===== src/rtl/uart_rx.sv =====
// ============================================================================
// Module   : uart_rx
// Brief    : 16x-oversampled UART receiver, LSB-first, optional parity bit
//            (enabled by defining UART_RX_PARITY_EN).
// Revision : 1.0 - initial release
// ============================================================================
`default_nettype none

module uart_rx #(
    parameter int DATA_WIDTH = 8,
    parameter int SB_TICKS   = 16
`ifdef UART_RX_PARITY_EN
    ,
    parameter bit PARITY_ODD = 1'b0
`endif
) (
    input  logic                  clk,
    input  logic                  reset,
    input  logic                  rx,
    input  logic                  i_ticks,
    output logic [DATA_WIDTH-1:0] o_data_byte,
    output logic                  o_rx_done,
    output logic                  o_frame_err
`ifdef UART_RX_PARITY_EN
    ,
    output logic                  o_parity_err
`endif
);

    localparam int BW = (DATA_WIDTH > 1) ? $clog2(DATA_WIDTH) : 1;

    localparam logic [2:0] IDLE   = 3'd0;
    localparam logic [2:0] START  = 3'd1;
    localparam logic [2:0] DATA   = 3'd2;
    localparam logic [2:0] STOP   = 3'd3;
`ifdef UART_RX_PARITY_EN
    localparam logic [2:0] PARITY = 3'd4;
`endif

    logic [2:0]            state;
    logic [4:0]            tick_cnt;
    logic [BW-1:0]         bit_cnt;
    logic [DATA_WIDTH-1:0] shift;
    logic                  rx_meta;
    logic                  rx_s;
    logic                  armed;
`ifdef UART_RX_PARITY_EN
    logic                  perr;
`endif

    // Two-flop synchroniser; idles high so reset does not look like a start bit
    always_ff @(posedge clk) begin
        if (reset) begin
            rx_meta <= 1'b1;
            rx_s    <= 1'b1;
        end else begin
            rx_meta <= rx;
            rx_s    <= rx_meta;
        end
    end

    always_ff @(posedge clk) begin
        o_rx_done <= 1'b0;
        if (reset) begin
            state       <= IDLE;
            tick_cnt    <= 5'd0;
            bit_cnt     <= '0;
            shift       <= '0;
            armed       <= 1'b0;
            o_data_byte <= '0;
            o_frame_err <= 1'b0;
`ifdef UART_RX_PARITY_EN
            perr         <= 1'b0;
            o_parity_err <= 1'b0;
`endif
        end else begin
            case (state)
                IDLE: begin
                    if (armed && !rx_s) begin
                        state    <= START;
                        tick_cnt <= 5'd0;
                    end else if (rx_s) begin
                        armed <= 1'b1;
                    end
                end
                START: begin
                    if (i_ticks) begin
                        if (tick_cnt == 5'd7) begin
                            // Line back high at mid start bit: glitch, ignore it
                            if (!rx_s) begin
                                state    <= DATA;
                                tick_cnt <= 5'd0;
                                bit_cnt  <= '0;
                            end else begin
                                state <= IDLE;
                            end
                        end else begin
                            tick_cnt <= tick_cnt + 5'd1;
                        end
                    end
                end
                DATA: begin
                    if (i_ticks) begin
                        if (tick_cnt == 5'd15) begin
                            shift    <= {rx_s, shift[DATA_WIDTH-1:1]};
                            tick_cnt <= 5'd0;
                            if (bit_cnt == BW'(DATA_WIDTH - 1)) begin
`ifdef UART_RX_PARITY_EN
                                state <= PARITY;
`else
                                state <= STOP;
`endif
                            end else begin
                                bit_cnt <= bit_cnt + 1'b1;
                            end
                        end else begin
                            tick_cnt <= tick_cnt + 5'd1;
                        end
                    end
                end
`ifdef UART_RX_PARITY_EN
                PARITY: begin
                    if (i_ticks) begin
                        if (tick_cnt == 5'd15) begin
                            perr     <= (^{shift, rx_s}) ^ PARITY_ODD;
                            tick_cnt <= 5'd0;
                            state    <= STOP;
                        end else begin
                            tick_cnt <= tick_cnt + 5'd1;
                        end
                    end
                end
`endif
                STOP: begin
                    if (i_ticks) begin
                        if (tick_cnt == 5'(SB_TICKS - 1)) begin
                            state       <= IDLE;
                            tick_cnt    <= 5'd0;
                            o_rx_done   <= 1'b1;
                            o_data_byte <= shift;
                            o_frame_err <= ~rx_s;
                            // A low stop bit disarms until the line returns high
                            armed       <= rx_s;
`ifdef UART_RX_PARITY_EN
                            o_parity_err <= perr;
`endif
                        end else begin
                            tick_cnt <= tick_cnt + 5'd1;
                        end
                    end
                end
                default: state <= IDLE;
            endcase
        end
    end

endmodule

`default_nettype wire

===== config.mk =====
export PLATFORM = sky130hd
export DESIGN_NAME = uart_rx
export DESIGN_NICKNAME = d
export VERILOG_FILES = /design/src/rtl/uart_rx.sv
export SDC_FILE = /design/constraint.sdc
export NUM_CORES = 1
export LEC_CHECK = 0
export ABC_CLOCK_PERIOD_IN_PS = 4000
export CAP_MARGIN = 40
export CELL_PAD_IN_SITES_DETAIL_PLACEMENT = 0
export CELL_PAD_IN_SITES_GLOBAL_PLACEMENT = 2
export CORE_ASPECT_RATIO = 1.5
export CORE_MARGIN = 4
export CORE_UTILIZATION = 39
export CTS_BUF_LIST = sky130_fd_sc_hd__clkbuf_8
export DETAILED_ROUTE_END_ITERATION = 8
export MAX_ROUTING_LAYER = met4
export PLACE_DENSITY = 0.88
export SLEW_MARGIN = 20
export SYNTH_ARGS = -nofsm -noshare
export SYNTH_HDL_FRONTEND = slang
export SYNTH_SLANG_ARGS = --single-unit

===== constraint.sdc =====
create_clock -name clk -period 4 [get_ports clk]
set_input_delay 0.8 -clock clk [delete_from_list [all_inputs] [get_ports clk]]
set_output_delay 0.8 -clock clk [all_outputs]
set_load 0.05 [all_outputs]

==> Yosys cells after proc, flatten, opt, wreduce, memory -nomap -nowiden <==
Index checks and enable logic that the tools add are counted.
{ "op_classes": {"addsub": 2, "mul": 0, "div": 0, "n_lt_le_gt_ge": 0, "n_eq_ne": 20, "shifts": 0, "n_mux": 30, "bitwise_logic": 3, "n_reduce_logical": 14} }
{ "ops": {"columns": ["operator", "count"], "rows": [
  ["$mux W3", 14],
  ["$mux W5", 6],
  ["$ne A2 B2 Y1 const B", 12],
  ["$pmux W5 S3", 1],
  ["$pmux W3 S4", 1],
  ["$reduce_and A5 Y1", 2],
  ["$reduce_and A8 Y1", 1],
  ["$reduce_and A7 Y1", 1],
  ["$eq A3 B2 Y1 const B", 2],
  ["$pmux W3 S2", 1],
  ["$reduce_and A3 Y1", 2],
  ["$add A5 B1 Y5 const B", 1],
  ["$eq A5 B3 Y1 const B", 1],
  ["$eq A5 B4 Y1 const B", 1],
  ["$mux W1", 5],
  ["$reduce_bool A2 Y1", 2],
  ["$add A3 B1 Y3 const B", 1],
  ["$eq A3 B1 Y1 const B", 1],
  ["$eq A3 B3 Y1 const B", 1],
  ["$logic_not A3 Y1", 1],
  ["$ne A3 B3 Y1 const B", 1],
  ["$not A1 Y1", 3],
  ["$reduce_bool A3 Y1", 1],
  ["$reduce_or A3 Y1", 1],
  ["other kinds (6)", 6]
]} }
{ "totals": {"regBits": 32, "latchBits": 0, "ram_bits": 0, "romBits": 0, "inputBits": 4, "out_inout_bits": 10, "word_cells": 79, "memories": 0} }

==> Logic depth before layout (Yosys ltp) <==
Gate-level depths: netlist (run 1).
{ "depth": {"ltp_word": 5, "ltp_mapped": 6, "depth_no_buf": 6} }

==> Least setup slack after synthesis (run 1) <==
Ideal clock, no wire load.
{ "synth_path": {"path_kind": "input to register", "start": "input port i_ticks", "end": "register bit_cnt[0]", "setup_ps": 70, "arrival_ps": 2076, "required_ps": 3930, "path_slack_ps": 1854, "path_stages": 5, "n_path_buf": 1, "path_cell_list": "buf_2 -> nand3_1 -> or4_4 -> or3_1 -> a21oi_1"} }
{ "synth_between": {"elab_chain_cells": 2, "word_cells_on_any_way": 3, "classes_between": "eq/ne (2); reduce/logical (1)"} }
{ "synth_lines": {"columns": ["item", "line_no", "text"], "rows": [
  ["start, declared", "20", "input logic i_ticks,"],
  ["$ne A2 B2 Y1 (no line)", null, null],
  ["$reduce_and A7 Y1 (no line) *", null, null],
  ["end signal, assigned", "114", "bit_cnt <= bit_cnt + 1'b1;"],
  ["end, declared", "42", "logic [BW-1:0] bit_cnt;"]
]} }
Mark *: on every way between the ends. The rest lies on a longest branch, timed or not.
A chain may end at the register's enable or synchronous reset.

==> Worst setup path in the final report (run 1) <==
{ "layout_path": {"start": "input port i_ticks", "end": "register armed"} }
{ "layout_between": {"elab_chain_cells": 2} }
{ "layout_lines": {"columns": ["item", "line_no", "text"], "rows": [
  ["$ne A2 B2 Y1 (no line)", null, null],
  ["$reduce_and A5 Y1 (no line)", null, null],
  ["end signal, assigned", "143", "armed <= rx_s;"],
  ["end, declared", "46", "logic armed;"]
]} }
No other way between the ends.

==> impl_metrics.toml, run 1 <==
[cells_and_area]
diodes = 0
syn2layout_area_growth_pct = 19.71
multi_input_area_sq_um = 694.4
seqCellArea_sq_um = 620.6
utilization_pct = 48.52
fillers = 352
stdcell_area_sq_um = 1642
drive_above_1_share_pct = 9.494
num-nets-final = 165

[place]
gp_congestion = 0.7662
portBuffers = 13
placed_area_sq_um = 1524
hpwl_um = 1889

[logic_synthesis]
synth_top_area_share_pct = 45.26
synth_largest_area_cell = "dfxtp_1"
syn_area_per_cell_sq_um = 9.523
synthTopCellsByCount = "31 x dfxtp_1, 25 x nor2_1, 18 x mux2i_1"
synth_edf_count = 0
ys_warn_count = 0
synthesis.area_sq_um = 1371
synth.most_common_cell = "dfxtp_1"
synth_nets = 152
synth_area_leaders = "dfxtp_1 45%, mux2i_1 13%, nor2_1 6.8%"
ys_ff_latch = 31
synth_cell_types = 38
synth_flop_cell = "dfxtp_1"
synth_cells = 144
ys_seq_area_share_pct = 45.26
synthArstFlopShare_pct = 0

[power_and_ir_drop]
ir_worst_vdd_uv = 261.9
power_frac_comb_pct = 2.5
finalPower_w = 0.0006450
pwr-share-clk_pct = 48.9
power_frac_seq_pct = 48.7
cellInternalPower_w = 0.0005189
p_switching_w = 0.0001261
powerDensity_nw_per_um2 = 392.9
p_leak_nw = 0.6867
power_switching_share_pct = 19.55

[cts]
postCtsSetupRepairBufs = 0
cts_made_buffers = 5
clkTransAtPathRegs_ps = 60
cts_root_buf = "clkbuf_8"
cts_sinks = 31
cts_resized = 0
cts_hold_buffers = 0
clkLatencyLatePin_ps = 280
cts_tree = "built"
ctsLongestPathBuffers = 2
htreeDepth = 2

[detailed_routing]
dr_wl_met3_um = 104
first_pass_iters = 4
wl_met2_um = 1371
routedWlPerCell_um = 13.44
dr_total_vias = 1077
drc = 0
ant_nets = 0
dr.max_layer_used = "met4"
met1Wirelength_um = 1151
drtIter0Drc = 31
vias_per_cell = 5.385
wirelength_um = 2688

[worst_setup_path]
critical_path_class = "primary input to flop"
crit_fanout = 11
cp-start-kind = "primary input"
cp-end-kind = "flop"
cp.arrival_ps = 2740
cp.required_ps = 4220

[sta]
hold_viol = 0
rsz0062_at_grt = "false"
max_freq_mhz = 396.9
tns_ps = 0
setup-violations-final = 0
slew_violations = 0
tightestPinTransition_ps = 561.2
clock_skew_ps = 2.939
maxSlewHeadroom_pct = 62.59
fin_crit_ps = 2520
fin_crit_sh_pct = 62.99

[run_status]
status = "complete, no violations"

[grt]
grt.total_usage_pct = 13.56
grt_antenna_before_repair = 0
grt_max_degree = 30
grt_pass1_wl_um = 4671
grt_pass1_vias = 995
overflow = 0

[run]
maxCapViolCount = 0

[floorplanning]
die-area_sq_um = 4548
core_area_sq_um = 3383
die_height_um = 80.63
num_io_pins = 14
row_count = 26
die_w_um = 56.42
floorplan.initialDensity_pct = 40.53

[min_path]
hold_path_class = "flop to flop"
## critical path: stages
cell and delay [ps]:
clkdlybuf4s50_1 640, nand3_1 250, or3_1 640, o221a_1 340, nor2_1 70
## flip-flops by register name, summed over array words and instances, names as in the netlist
| signal | cells |
|---|---|
| armed | 1 |
| bit_cnt | 3 |
| o_data_byte | 8 |
| o_frame_err | 1 |
| o_rx_done | 1 |
| rx_meta | 1 |
| rx_s | 1 |
| shift | 8 |
| state | 2 |
| tick_cnt | 5 |
## metrics by stage
stage	hold slack [ps]	cells	setup slack [ps]
after floorplan	389.5	144	1854
after global placement	392.4	192	1205
after detailed placement	394.1	192	1196
after CTS	409.9	200	1483
after global routing	425.8	200	1407
final	406.9	200	1480
## worst paths after layout
check / endpoint / cells after the start / slack (ps) / from
setup / recovery: armed / 5 / 1480 / i_ticks
hold / removal: rx_s / 1 / 410 / rx_meta
setup reg to reg: armed / 4 / 1970 / state[1]
hold reg to reg: rx_s / 1 / 410 / rx_meta
## final cells by class
class                   instances  area share (%)
multi-input cells             100           42.30
clock buffers                   6           5.031
flip-flops and latches         31           37.80
well taps                      42           3.201
inverters                       5           1.143
clock inverters                 2           2.134
repair buffers                 14           8.384
## logic make-up after synthesis
kind of cell             share of synthesized area, %
flip-flops                                      45.26
buffers and inverters                           4.105
AND/OR/NAND/NOR                                 20.90
multiplexers                                    13.96
AO/OA/AOI/OAI                                   11.50
XOR/XNOR                                       0.6388
adder cells (fa/ha/maj)                         3.650
## cell usage in the layout, fill, tap and decap left out, types with 2 or more instances in the layout
cell type / synthesis / routed
o21ai_0: 3 / 3
nand2_1: 2 / 2
ha_1: 4 / 4
a31oi_1: 2 / 2
nand2b_1: 2 / 2
a32o_1: 2 / 2
or3_1: 2 / 2
dfxtp_1: 31 / 31
mux2i_1: 18 / 18
a21oi_1: 7 / 7
clkbuf_8: 0 / 6
o21ai_1: 2 / 2
nand3_1: 10 / 10
nor3_1: 2 / 2
nor2_1: 25 / 25
clkdlybuf4s50_1: 0 / 13
or2_2: 2 / 2
inv_1: 4 / 4
## power groups by stage
stage                     clock [W]  sequential [W]  combinational, W
after global routing       0.000342        0.000314         0.0000177
after floorplan                   0        0.000319         0.0000118
final                      0.000315        0.000314         0.0000159
after detailed placement          0        0.000321         0.0000159
after global placement            0        0.000321         0.0000160
after CTS                  0.000326        0.000314         0.0000160
## per-layer routing
metal | up-vias | global-route usage [%]
met3 | 6 | 3.859
met4 | 0 | 6.413
met5 | - | -
met2 | 26 | 22.48
met1 | 508 | 14.96
li1 | 537 | -
Note: power is estimated with default switching activity, not from simulation.
==> inputs of run 2 (changes only) <==
ABC_CLOCK_PERIOD_IN_PS = 2600   (was 4000)
CORE_UTILIZATION = 36   (was 39)
PLACE_DENSITY = 0.83   (was 0.88)
clock period = 2.6 ns   (was 4 ns; I/O delays follow)
==> impl_metrics.toml, run 2 (same netlist as run 1, synthesis figures left out) <==
[run_status]
status = "complete, no violations"

[min_path]
hold_path_class = "flop to flop"
holdPathStages = 1
min_from = "rx_meta"
hold_path_end = "rx_s"

[power_and_ir_drop]
p_leak_nw = 0.6970
powerDensity_nw_per_um2 = 596.7
finalPower_w = 0.0009893
ir_worst_vdd_uv = 500.2

[detailed_routing]
wirelength_um = 2706
ant_nets = 0
routedWlPerCell_um = 13.33
drc = 0
drtIter0Drc = 11
first_pass_iters = 2
dr_total_vias = 1073
vias_per_cell = 5.286

[cells_and_area]
reg.largest.list = "o_data_byte x8, shift x8, tick_cnt x5"
num-nets-final = 167
final_common_cell = "dfxtp_1"
drive_above_1_share_pct = 10.63
final_cell_mix = "31 x dfxtp_1, 25 x nor2_1, 18 x mux2i_1"
diodes = 0
syn2layout_area_growth_pct = 20.89
utilization_pct = 45.02

[floorplanning]
core_area_sq_um = 3682
floorplan.initialDensity_pct = 37.24
die_w_um = 58.40
num_io_pins = 14
die-area_sq_um = 4881
die_height_um = 83.59
row_count = 27

[cts]
cts_tree = "built"
cts_root_buf = "clkbuf_8"
postCtsSetupRepairBufs = 0
clkLatencyLatePin_ps = 280
clkTransAtPathRegs_ps = 60
htreeDepth = 2
cts_sinks = 31
cts_made_buffers = 5
ctsLongestPathBuffers = 2
cts_resized = 0
cts_hold_buffers = 0

[sta]
clock_skew_ps = 5.829
setup-violations-final = 0
slew_violations = 0
tightestPinTransition_ps = 560.9
fin_crit_sh_pct = 79.96
hold_viol = 0
maxSlewHeadroom_pct = 62.60
tns_ps = 0
rsz0062_at_grt = "false"
max_freq_mhz = 481.0
fin_crit_ps = 2079
setup_ws_ps = 520.9

[worst_setup_path]
critical_path.max_stage_delay_ps = 630
crit_fanout = 11
path_buf_inv = 1
critical-path-slowest-cell = "or3_1"
path_delay_family = "simple AND/OR/NAND/NOR gates"
cp-start-kind = "primary input"
r2r_start = "tick_cnt[0]"
reg2reg_setup_slack_ps = 670
cp_cell_sequence = "clkdlybuf4s50_1 > nand3_1 > or3_1 > o221a_1 > nor2_1"
r2r_end = "armed"
cp-end-kind = "flop"
cp.required_ps = 2820
critical_path_class = "primary input to flop"
reg2reg_depth = 5
cp.arrival_ps = 2300

[grt]
overflow = 0
grt_max_degree = 29
grt.total_usage_pct = 13.21
grt_pass1_vias = 1131
grt_antenna_before_repair = 0
grt_pass1_wl_um = 4871

[place]
portBuffers = 13
gp_congestion = 0.7888
hpwl_um = 1901
place_worst_setup_slack_ps = 238.9

[run]
maxCapViolCount = 0
run 2: area by class of cell:
| type | instances | area, sq um |
|---|---|---|
| inverter | 5 | 18.77 |
| clock inverter | 2 | 35.03 |
| tap | 43 | 53.80 |
| multi-input combinational | 100 | 694.4 |
| sequential | 31 | 620.6 |
| timing repair buffer | 16 | 152.6 |
| fill | 356 | 2024 |
| clock buffer | 6 | 82.58 |
run 2: report_power, final:
part / leakage (nW) / switching [W] / total, W / internal, W
Clock: 0.0612 / 0.000170 / 0.000480 / 0.000310
Combinational: 0.385 / 0.0000150 / 0.0000264 / 0.0000113
Sequential: 0.251 / 0.00000443 / 0.000483 / 0.000478
run 2: per-stage QoR:
stage	instance area, sq um	hold slack (ps)	cells
after detailed placement	1540	402.7	195
final	1658	410.4	203
after global placement	1540	397.3	195
after CTS	1658	414.8	203
after global routing	1658	451.5	203
after floorplan	1371	389.5	144
run 2: worst max path at each step:
| stage | start | to | slack [ps] | cells after the start |
|---|---|---|---|---|
| final | i_ticks | armed | 520 | 5 |
| after global routing | i_ticks | armed | 410 | 5 |
| after CTS | i_ticks | armed | 520 | 5 |
| after detailed placement | i_ticks | armed | 240 | 5 |
| after global placement | i_ticks | armed | 270 | 5 |
| after floorplan | i_ticks | bit_cnt[0] | 730 | 5 |
run 2: per-layer routing:
layer | global-route usage (%) | part of all wire (%) | vias to the layer above
met5 | - | 0 | -
met4 | 6.962 | 2.6 | 0
met1 | 14.33 | 43 | 511
met3 | 3.870 | 3.4 | 8
met2 | 21.16 | 51 | 15
li1 | - | - | 539
==> inputs of run 3 (changes only) <==
ABC_CLOCK_PERIOD_IN_PS = 1900   (was 2600)
CORE_UTILIZATION = 33   (was 36)
PLACE_DENSITY = 0.8   (was 0.83)
clock period = 1.9 ns   (was 2.6 ns; I/O delays follow)
==> impl_metrics.toml, run 3 (same netlist as run 1, synthesis figures left out) <==
[detailed_routing]
routedWlPerCell_um = 13.87
vias_per_cell = 5.236
drtIter0Drc = 14
first_pass_iters = 4
wirelength_um = 2941
dr_total_vias = 1110
drc = 0
ant_nets = 0

[cells_and_area]
fillers = 423
syn2layout_area_growth_pct = 26.28
utilization_pct = 43.36
drive_above_1_share_pct = 15.57
diodes = 0
reg.largest.list = "o_data_byte x8, shift x8, tick_cnt x5"
multi_input_area_sq_um = 700.7
final_cells = 212
final_cell_mix = "31 x dfxtp_1, 25 x nor2_1, 18 x mux2i_1"
final_common_cell = "dfxtp_1"
num-nets-final = 174
seqCellArea_sq_um = 620.6

[worst_setup_path]
path_buf_inv = 0
cp_cell_sequence = "ha_1 > ha_1 > or4_4 > or3_1 > a21oi_2"
cp-end-kind = "flop"
critical-path-slowest-cell = "or4_4"
critical_path.max_stage_delay_ps = 540
cp_common_cell = "ha_1"
cp-start-kind = "flop"
cp.arrival_ps = 2030
crit_fanout = 3
critical_path_class = "flop to flop"
path_delay_family = "simple AND/OR/NAND/NOR gates"
cp.required_ps = 2120

[grt]
grt.total_usage_pct = 13.29
grt_antenna_before_repair = 0
grt_pass1_wl_um = 5112
grt_pass1_vias = 1133
overflow = 0
grt_max_degree = 20

[floorplanning]
row_count = 28
die-area_sq_um = 5272
die_w_um = 60.64
num_io_pins = 14
core_area_sq_um = 3994
die_height_um = 86.95
floorplan.initialDensity_pct = 34.34

[place]
portBuffers = 13
place_inst = 204
gp_congestion = 0.8172
place_worst_setup_slack_ps = -109.5
hpwl_um = 2144

[cts]
clkLatencyLatePin_ps = 280
cts_hold_buffers = 0
cts_made_buffers = 5
cts_sinks = 31
ctsLongestPathBuffers = 2
cts_root_buf = "clkbuf_8"
cts_tree = "built"
clkTransAtPathRegs_ps = 70
htreeDepth = 2

[sta]
maxSlewHeadroom_pct = 64.97
tightestPinTransition_ps = 523.9
setup-violations-final = 0
hold_viol = 0
max_freq_mhz = 552.1
fin_crit_ps = 1811
setup_ws_ps = 88.79
rsz0062_at_grt = "false"
tns_ps = 0
slew_violations = 0
clock_skew_ps = 4.420
fin_crit_sh_pct = 95.33

[power_and_ir_drop]
cellInternalPower_w = 0.001096
power_frac_comb_pct = 2.9
ir_worst_vdd_uv = 698.8
finalPower_w = 0.001372
power_frac_seq_pct = 48.1
pwr-share-clk_pct = 49.0
powerDensity_nw_per_um2 = 792.0
p_leak_nw = 0.7287
power_switching_share_pct = 20.06
p_switching_w = 0.0002751

[min_path]
hold_path_class = "flop to flop"

[run]
maxCapViolCount = 0

[run_status]
status = "complete, no violations"
## run 3: cell type report
type / count / area share (%)
multi-input combinational: 100 / 40.46
sequential: 31 / 35.84
timing repair buffer: 23 / 12.57
clock buffer: 6 / 4.769
tap: 45 / 3.251
clock inverter: 2 / 2.023
inverter: 5 / 1.084
## run 3: metal layers
layer  routed length, um  vias up  part of all wire, %  GRT usage [%]
li1                    -      552                    -              -
met1                1242      531                   42          13.88
met2                1504       19                   51          21.71
met3                 130        8                  4.4          4.303
met4                  63        0                  2.1          6.903
met5                   0        -                    0              -
## run 3: path summary, 6_finish.rpt
| kind | startpoint | endpoint | slack [ps] | cells after the start |
|---|---|---|---|---|
| min reg2reg | rx_meta | rx_s | 420 | 1 |
| min | rx_meta | rx_s | 420 | 1 |
| max reg2reg | bit_cnt[0] | bit_cnt[0] | 90 | 5 |
| max | bit_cnt[0] | bit_cnt[0] | 90 | 5 |
## run 3: power groups by stage
stage,Combinational (W),Clock (W),Sequential [W]
6_report,0.0000402,0.000671,0.000660
5_1_grt,0.0000444,0.000720,0.000660
4_1_cts,0.0000400,0.000695,0.000660
3_5_place_dp,0.0000398,0,0.000675
3_3_place_gp,0.0000393,0,0.000675
2_1_floorplan,0.0000249,0,0.000672
## run 3: what timing repair did
item / 4_1_cts / 5_1_grt
setup buffers: 0 / 0
setup endpoints to repair: 0 / 1
gates resized for setup: 0 / 2
## run 3: per-stage QoR
step,area (sq um),hold slack [ps]
after floorplan,1371,389.5
after global placement,1608,396.9
after detailed placement,1608,403.4
after CTS,1725,421.0
after global routing,1732,433.4
final,1732,416.8
